File: config.mk
export PLATFORM = sky130hd
export DESIGN_NAME = sisc_fetch
export DESIGN_NICKNAME = d
export VERILOG_FILES = /design/src/rtl/sisc_pkg.sv /design/src/rtl/sisc_fetch_buf.sv /design/src/rtl/sisc_fetch.sv
export SDC_FILE = /design/constraint.sdc
export NUM_CORES = 1
export LEC_CHECK = 0
export ABC_CLOCK_PERIOD_IN_PS = 4600
export BUFFER_PORTS_ARGS = -buffer_cell sky130_fd_sc_hd__buf_4
export CORE_MARGIN = 10
export CORE_UTILIZATION = 56
export CTS_CLUSTER_DIAMETER = 50
export DETAILED_ROUTE_END_ITERATION = 8
export GPL_ROUTABILITY_DRIVEN = 1
export MAX_ROUTING_LAYER = met4
export PLACE_DENSITY = 0.79
export REMOVE_ABC_BUFFERS = 1
export SYNTH_ARGS = -nofsm -noshare
export SYNTH_HDL_FRONTEND = slang
export SYNTH_SLANG_ARGS = --single-unit
File: constraint.sdc
create_clock -name clk -period 4.6 [get_ports clk]
set_input_delay 0.69 -clock clk [delete_from_list [all_inputs] [get_ports clk]]
set_output_delay 0.69 -clock clk [all_outputs]
set_load 0.05 [all_outputs]
File: src/rtl/sisc_pkg.sv
// Shared constants and types for the SISC instruction-fetch slice.
package sisc_pkg;

    localparam int unsigned INSTR_W  = 32;
    localparam int unsigned PC_W_DEF = 16;

    localparam logic [INSTR_W-1:0] NOP_WORD = 32'h0;

    typedef enum logic [1:0] {
        IDLE = 2'd0,
        REQ  = 2'd1,
        DROP = 2'd2
    } fetch_state_e;

endpackage

File: src/rtl/sisc_fetch_buf.sv
// Prefetch FIFO of {pc, instr}; head, count and empty/full are registered.
// flush beats push and pop.
module fetch_buf
    import sisc_pkg::*;
#(
    parameter  int unsigned PC_W  = PC_W_DEF,
    parameter  int unsigned DEPTH = 2,
    localparam int unsigned PTR_W = $clog2(DEPTH),
    localparam int unsigned CNT_W = PTR_W + 1
) (
    input  logic               clk,
    input  logic               rst_f,
    input  logic               push,
    input  logic [PC_W-1:0]    push_pc,
    input  logic [INSTR_W-1:0] push_instr,
    input  logic               pop,
    input  logic               flush,
    output logic [PC_W-1:0]    head_pc,
    output logic [INSTR_W-1:0] head_instr,
    output logic               head_valid,
    output logic [CNT_W-1:0]   count,
    output logic               empty,
    output logic               full
);

    logic [PC_W-1:0]    pc_mem  [DEPTH];
    logic [INSTR_W-1:0] ins_mem [DEPTH];

    logic [PTR_W-1:0]   rd_ptr, wr_ptr, rd_nxt, wr_nxt;
    logic [CNT_W-1:0]   cnt_nxt;
    logic               do_push, do_pop;
    logic [PC_W-1:0]    hpc_nxt;
    logic [INSTR_W-1:0] hins_nxt;

    // Next pointers/count and the head as it will look after this edge.
    always_comb begin
        do_pop   = pop & ~empty;
        do_push  = push & (~full | do_pop);
        rd_nxt   = rd_ptr + PTR_W'(do_pop);
        wr_nxt   = wr_ptr + PTR_W'(do_push);
        cnt_nxt  = count + CNT_W'(do_push) - CNT_W'(do_pop);
        hpc_nxt  = '0;
        hins_nxt = NOP_WORD;
        if (cnt_nxt != '0) begin
            // Head slot being written this edge: bypass the incoming word.
            if (do_push && (rd_nxt == wr_ptr)) begin
                hpc_nxt  = push_pc;
                hins_nxt = push_instr;
            end else begin
                hpc_nxt  = pc_mem[rd_nxt];
                hins_nxt = ins_mem[rd_nxt];
            end
        end
        if (flush) begin
            rd_nxt   = '0;
            wr_nxt   = '0;
            cnt_nxt  = '0;
            hpc_nxt  = '0;
            hins_nxt = NOP_WORD;
        end
    end

    // Pointer, count and registered head state.
    always_ff @(posedge clk) begin
        if (rst_f) begin
            rd_ptr     <= '0;
            wr_ptr     <= '0;
            count      <= '0;
            empty      <= 1'b1;
            full       <= 1'b0;
            head_valid <= 1'b0;
            head_pc    <= '0;
            head_instr <= NOP_WORD;
        end else begin
            rd_ptr     <= rd_nxt;
            wr_ptr     <= wr_nxt;
            count      <= cnt_nxt;
            empty      <= (cnt_nxt == '0);
            full       <= (cnt_nxt == CNT_W'(DEPTH));
            head_valid <= (cnt_nxt != '0);
            head_pc    <= hpc_nxt;
            head_instr <= hins_nxt;
        end
    end

    // Entry storage; contents are don't-care until written.
    always_ff @(posedge clk) begin
        if (do_push && !flush) begin
            pc_mem[wr_ptr]  <= push_pc;
            ins_mem[wr_ptr] <= push_instr;
        end
    end

endmodule

File: src/rtl/sisc_fetch.sv
// SISC instruction fetch: PC owner, single-outstanding imem requester,
// prefetch buffer and branch redirect/flush.
// Optional: FETCH_STALL_CNT_EN adds a saturating stall_cnt output.
module sisc_fetch
    import sisc_pkg::*;
#(
    parameter int unsigned    PC_W     = PC_W_DEF,
    parameter int unsigned    DEPTH    = 2,
    parameter logic [PC_W-1:0] RESET_PC = '0
) (
    input  logic               clk,
    input  logic               rst_f,
    input  logic               br_taken,
    input  logic [PC_W-1:0]    br_addr,
    input  logic               halt,
    output logic               imem_req,
    output logic [PC_W-1:0]    imem_addr,
    input  logic               imem_ack,
    input  logic [INSTR_W-1:0] imem_data,
    output logic [INSTR_W-1:0] ir,
    output logic [PC_W-1:0]    ir_pc,
    output logic               ir_valid,
    input  logic               ir_ready
`ifdef FETCH_STALL_CNT_EN
    ,
    output logic [15:0]        stall_cnt
`endif
);

    localparam int unsigned CNT_W = $clog2(DEPTH) + 1;

    fetch_state_e      state, state_nxt;
    logic [PC_W-1:0]   fetch_pc, pc_nxt, addr_nxt;
    logic              req_nxt;
    logic              buf_push, buf_pop, buf_flush, buf_empty, buf_full;
    logic [CNT_W-1:0]  buf_count, cnt_after;

    fetch_buf #(
        .PC_W  (PC_W),
        .DEPTH (DEPTH)
    ) u_buf (
        .clk        (clk),
        .rst_f      (rst_f),
        .push       (buf_push),
        .push_pc    (fetch_pc),
        .push_instr (imem_data),
        .pop        (buf_pop),
        .flush      (buf_flush),
        .head_pc    (ir_pc),
        .head_instr (ir),
        .head_valid (ir_valid),
        .count      (buf_count),
        .empty      (buf_empty),
        .full       (buf_full)
    );

    // State, fetch PC and registered memory request outputs.
    always_ff @(posedge clk) begin
        if (rst_f) begin
            state     <= IDLE;
            fetch_pc  <= RESET_PC;
            imem_req  <= 1'b0;
            imem_addr <= RESET_PC;
        end else begin
            state     <= state_nxt;
            fetch_pc  <= pc_nxt;
            imem_req  <= req_nxt;
            imem_addr <= addr_nxt;
        end
    end

    // Next state and next fetch PC; redirect outranks ack.
    always_comb begin
        state_nxt = state;
        pc_nxt    = fetch_pc;
        // Occupancy after this edge if the pending ack is pushed.
        cnt_after = buf_count + CNT_W'(1) - CNT_W'(buf_pop);
        case (state)
            IDLE: begin
                if (br_taken) begin
                    pc_nxt = br_addr;
                    if (!halt) state_nxt = REQ;
                end else if (!halt && (!buf_full || buf_pop)) begin
                    state_nxt = REQ;
                end
            end
            REQ: begin
                if (br_taken) begin
                    pc_nxt    = br_addr;
                    state_nxt = imem_ack ? (halt ? IDLE : REQ) : DROP;
                end else if (imem_ack) begin
                    pc_nxt    = fetch_pc + PC_W'(1);
                    state_nxt = (!halt && (cnt_after < CNT_W'(DEPTH))) ? REQ : IDLE;
                end
            end
            DROP: begin
                if (br_taken) pc_nxt = br_addr;
                if (imem_ack) state_nxt = halt ? IDLE : REQ;
            end
            default: state_nxt = IDLE;
        endcase
    end

    // Buffer controls and next values of the request outputs.
    always_comb begin
        buf_flush = br_taken;
        buf_push  = (state == REQ) && imem_ack && !br_taken;
        buf_pop   = !buf_empty && ir_ready;
        req_nxt   = (state_nxt != IDLE);
        // While draining a stale request the old address must stay put.
        addr_nxt  = (state_nxt == DROP) ? imem_addr : pc_nxt;
    end

`ifdef FETCH_STALL_CNT_EN
    // Count cycles where downstream is ready but nothing is presented.
    always_ff @(posedge clk) begin
        if (rst_f) begin
            stall_cnt <= '0;
        end else if (ir_ready && !ir_valid && (stall_cnt != 16'hFFFF)) begin
            stall_cnt <= stall_cnt + 16'd1;
        end
    end
`endif

endmodule

# After elaboration in Yosys (flattened, before gate mapping)
# Memories as Yosys holds them, arrays and structs flattened. A register that Yosys moved wholly into a read port is not among the register bits.
# Cells that the tools add are included.
dict set report op_classes {
  addsub 7
  multipliers 0
  div 0
  order_cmp 1
  n_eq_ne 4
  n_shift 0
  n_mux 17
  bitwise 6
  n_reduce_logical 19
}
# cell count
set op_table {}
lappend op_table {{$mux 16} 3}
lappend op_table {{$pmux 16 s2} 1}
lappend op_table {{$add 16x1->16 const B} 1}
lappend op_table {{$mux 2} 8}
lappend op_table {{$eq 2x2->1 const B} 3}
lappend op_table {{$logic_and 1x1->1} 6}
lappend op_table {{$pmux 2 s3} 1}
lappend op_table {{$reduce_bool 2->1} 3}
lappend op_table {{$logic_not 1->1} 4}
lappend op_table {{$logic_not 2->1} 2}
lappend op_table {{$mux 1} 4}
lappend op_table {{$reduce_or 2->1} 2}
lappend op_table {{$sub 2x1->2} 2}
lappend op_table {{$not 1->1} 3}
lappend op_table {{$reduce_or 3->1} 1}
lappend op_table {{$add 1x1->1} 2}
lappend op_table {{$add 2x1->2} 1}
lappend op_table {{$add 2x1->2 const B} 1}
lappend op_table {{$and 1x1->1} 2}
lappend op_table {{$eq 2x1->1 const B} 1}
lappend op_table {{$lt 2x2->1 const B} 1}
lappend op_table {{$logic_or 1x1->1} 1}
lappend op_table {{$or 1x1->1} 1}
dict set report word_totals {
  register_bits 42
  latchBits 0
  ram_bits 96
  mem_bits_ro 0
  memories 2
}
# memory words width rd rd_clocked_by_memory_dff write_ports line_no
set memory_table {}
lappend memory_table {u_buf.ins_mem 2 32 1 1 1 sisc_fetch_buf.sv:27} ;# logic [INSTR_W-1:0] ins_mem [DEPTH];
lappend memory_table {u_buf.pc_mem 2 16 1 1 1 sisc_fetch_buf.sv:26} ;# logic [PC_W-1:0] pc_mem [DEPTH];

# Depth between registers and ports, before layout
dict set report depth {
  ltp_word 10
  mapped_depth 10
}

# Hierarchy
# Synthesis repeated with hierarchy kept, for this count alone.
dict set report hier_totals {
  hier_cells 596
  hier_area_um2 7728.7
}
# module n_inst cells_per_inst area_per_inst_um2
set by_module_without_submodules {}
lappend by_module_without_submodules {fetch_buf 1 350 5550.3}
lappend by_module_without_submodules {sisc_fetch 1 246 2178.3}

# Worst setup path after synthesis
# No wires, ideal clock.
dict set report synth_path {
  path_kind {input to register}
  startpoint {in br_taken}
  endpoint {mem u_buf.ins_mem[0][0] (enable)}
  setup_ns 0.459
  t_arrival_ns 3.456
  t_required_ns 4.141
  slack_ns 0.685
  cell_stages 4
  cell_sequence {buf_6 -> nand4bb_1 -> a21oi_1 -> nor2b_1}
}
dict set report synth_via {
  elab_chain_len 6
}
# item line_no
set synth_rtl {}
lappend synth_rtl {{from (decl)} sisc_fetch.sv:13} ;# input logic br_taken,
lappend synth_rtl {{$logic_not 1->1 (*)} {sisc_fetch_buf.sv:88, sisc_fetch.sv:107}}
lappend synth_rtl {{$logic_and 1x1->1} sisc_fetch.sv:107} ;# buf_push = (state == REQ) && imem_ack && !br_taken;
lappend synth_rtl {{$and 1x1->1} sisc_fetch_buf.sv:38} ;# do_push = push & (~full | do_pop);
lappend synth_rtl {{$logic_and 1x1->1 (*)} sisc_fetch_buf.sv:88} ;# if (do_push && !flush) begin
lappend synth_rtl {{$mux 1 (*)} sisc_fetch_buf.sv:88}
lappend synth_rtl {{$mux 1 (implied by the code) (*)} sisc_fetch_buf.sv:90} ;# ins_mem[wr_ptr] <= push_instr;
lappend synth_rtl {{to (decl)} sisc_fetch_buf.sv:27}
# Mark *: on every way between the ends. The rest lies on a longest branch, timed or not.

# Worst setup path in the final report
dict set report layout_path {
  startpoint {reg state[0]}
  endpoint {reg u_buf.head_instr[0] (read register of u_buf.ins_mem)}
}
dict set report layout_via {
  elab_chain_len 9
}
# item line_no
set layout_rtl {}
lappend layout_rtl {{from (decl)} sisc_fetch.sv:32} ;# fetch_state_e state, state_nxt;
lappend layout_rtl {{from (signal assigned)} sisc_fetch.sv:65} ;# state <= state_nxt;
lappend layout_rtl {{$eq 2x1->1} sisc_fetch.sv:107}
lappend layout_rtl {{$logic_and 1x1->1 (2 in series)} sisc_fetch.sv:107}
lappend layout_rtl {{$and 1x1->1} sisc_fetch_buf.sv:38}
lappend layout_rtl {{$add 2x1->2} sisc_fetch_buf.sv:41} ;# cnt_nxt = count + CNT_W'(do_push) - CNT_W'(do_pop);
lappend layout_rtl {{$sub 2x1->2} sisc_fetch_buf.sv:41}
lappend layout_rtl {{$reduce_bool 2->1} sisc_fetch_buf.sv:44} ;# if (cnt_nxt != '0) begin
lappend layout_rtl {{$not 1->1 (no source line)} --}
lappend layout_rtl {{$reduce_or 3->1 (no source line)} --}
lappend layout_rtl {{to (decl)} sisc_fetch_buf.sv:19} ;# output logic [INSTR_W-1:0] head_instr,
# No other way between the ends.
# A chain may end at the register's enable or synchronous reset.

==> metrics.yaml <==
hold_violations: 0
clock_sinks: 186
initial_core_util: 0.5719
drt-pass1-iter-count: 5
grt_util_met2: 0.2814
ys_types: 66
ant_nets: 0
syn_avg_cell_area_sq_um: 12.69
grt-ovfl-total: 0
grt.total_usage: 0.1871
drc_errors: 0
die_area_sq_um: 17890
use_met3: 0.05338
final_core_util: 0.6963
p_total_uw: 3628
via_count: 4863
fin_nets: 737
synthCells: 571
cts_max_path_buffers: 2
clk_latency_ns: 0.43
outcome: "complete, no violations"
worstSetupStartpoint: "state[0]"
cts_setup_buffers: 0
rsz0062_at_grt: "false"
crit_chain: "nand4bb_1 -> a21oi_1 -> ha_1 -> xnor2_1 -> xnor2_1 -> o21ai_4 -> buf_4 -> a211oi_1"
cap_violations: 0
antenna_found_initial: 0
drive_gt1_frac: 0.2558
slew_headroom: 0.1864
cpMostUsedCell: "xnor2_1"
ios: 120
crit_family: "compound AO/OA/AOI/OAI gates"
post_drt_wl_per_cell_um: 18.59
powerDensity_nw_per_um2: 411.2
worstMarginPinSlew_ns: 1.220
final.setup.tns_ns: 0
path_clk_slew_ns: 0.07
cts_hold_buf: 0
cts_tree: "done"
root_buffer: "clkbuf_16"
min_period_over_period: 0.7514
ff2ff_path_depth: 8
final_cell_mix: "buf_4 (124), edfxtp_1 (96), dfxtp_1 (90)"
fmax_mhz: 289.3
slew_viol_final: 0
synth_top_area_frac: 0.3978
crit_fanout: 38
required_ns: 4.86
worstSetupStartpointType: "flip-flop"
synth_edf_count: 96
yosysSeqAreaShare: 0.6464
rows: 41
cts_made_buffers: 17
whs_path_depth: 1
crit_cells: 8
synth_area_leader_cell: "edfxtp_1"
synth.top_cells.by_area: "edfxtp_1 (40%), dfxtp_1 (25%), mux2i_1 (6.9%)"
cp.buffers_inverters: 1
io_buffers: 119
leakage_uw: 0.003708
crit_path_max_incr_delay_ns: 0.88
grt_pass1_wl_um: 26030
finalSetupViolations: 0
core_sq_um: 12670
worstSetupPathType: "flip-flop to flip-flop"
dp_hpwl_um: 10630
fp.dieW_um: 133.8
chipHeight_um: 133.8
syn_area_sq_um: 7247
async_flop_share: 0
num_antenna_cells: 0
gp_congestion: 0.8989
final_common_cell: "buf_4"
layoutNonFillerInstCount: 864
min_period_ns: 3.457
synthToLayoutAreaGrowth_pct: 21.74
wirelength_um: 16060
busiest_layer: "met2"
fin_skew_ns: 0.006388
routed_via_density: 5.628
cts_resized: 0
cp_slowest_cell: "o21ai_4"
ff2ff_setup_slack_ns: 1.14
yosys_warnings: 0
place_inst: 832
cts_htree_levels: 4
ir_drop_uv: 261.6
cp.arrival_ns: 3.71
grt_pass1_vias: 5078
hold_class: "input pin to flip-flop"
grt_max_degree: 51
hp-start: "imem_data[12]"
gr-usage-met1: 0.2376
ys.flop_type: "edfxtp_1"
yosys_register_bits: 186
r2r-start: "state[0]"
cp-end-kind: "flip-flop"
drt_iter0_drc: 367
## routing by layer
metal	wire length, um	part of all wire	up-vias
li1	-	-	2349
met1	7460	0.46	2328
met2	7446	0.46	168
met3	953	0.059	18
met4	203	0.013	0
met5	0	0	-
## cells in the mapped netlist (all sizes together) (5+ instances only)
library cell and count:
a211oi 57, a21oi 12, and2 5, buf 14
clkbuf 21, dfxtp 90, edfxtp 96, inv 13
mux2i 50, nand2 20, nand3 13, nand4 6
nor2 78, nor3 15, o21ai 6, o22ai 6
o31ai 5, xnor2 5
## where the power goes
part	internal, uW	switching, uW
registers	1790	43.9
clock network	865	632
logic	107	190
## logic make-up (layout without fill, tap and decap cells)
family / after synthesis / count (layout) / synth area share
AO/OA/AOI/OAI: 116 / 116 / 0.1195
buffers and inverters: 48 / 169 / 0.03781
multiplexers: 51 / 51 / 0.07061
flip-flops: 186 / 186 / 0.6464
adder cells (fa/ha/maj): 4 / 4 / 0.006906
XOR/XNOR: 9 / 9 / 0.01191
AND/OR/NAND/NOR: 157 / 157 / 0.1069
## final timing paths
check,endpoint
setup / recovery,u_buf.head_instr[0]
hold / removal,u_buf.ins_mem[0][12]
setup reg to reg,u_buf.head_instr[0]
hold reg to reg,imem_addr[12]
## worst reg2reg max path: stages (launching register included)
cell	delay (ns)
dfxtp_1	0.83
nand4bb_1	0.30
a21oi_1	0.37
ha_1	0.24
xnor2_1	0.13
xnor2_1	0.13
o21ai_4	0.88
buf_4	0.34
a211oi_1	0.06
## metrics by stage
stage               cell area (sq um)  setup slack, ns  hold slack, ns
finish                           8822            1.143          0.4485
detailed placement               8207            1.117          0.4573
global route                     8822           0.9337          0.4374
floorplan                        7022           0.7858          0.4910
CTS                              8822            1.196          0.4383
global placement                 8207            1.245          0.4431
## registers in the layout, summed over array words and instances (netlist names)
name              count
u_buf.ins_mem        64
u_buf.head_instr     32
u_buf.pc_mem         32
fetch_pc             16
imem_addr            16
u_buf.head_pc        16
state                 2
u_buf.count           2
imem_req              1
u_buf.empty           1
u_buf.full            1
u_buf.head_valid      1
u_buf.rd_ptr          1
u_buf.wr_ptr          1
## area by class of cell
cell class                 count  area, sq um
sequential                   186         4684
fill                         917         3849
multi-input combinational    337         2327
timing repair buffer         124        930.9
clock buffer                  17        425.4
tap                          172        215.2
clock inverter                15        190.2
inverter                      13        48.80
Power figures use the tool's default switching activity.
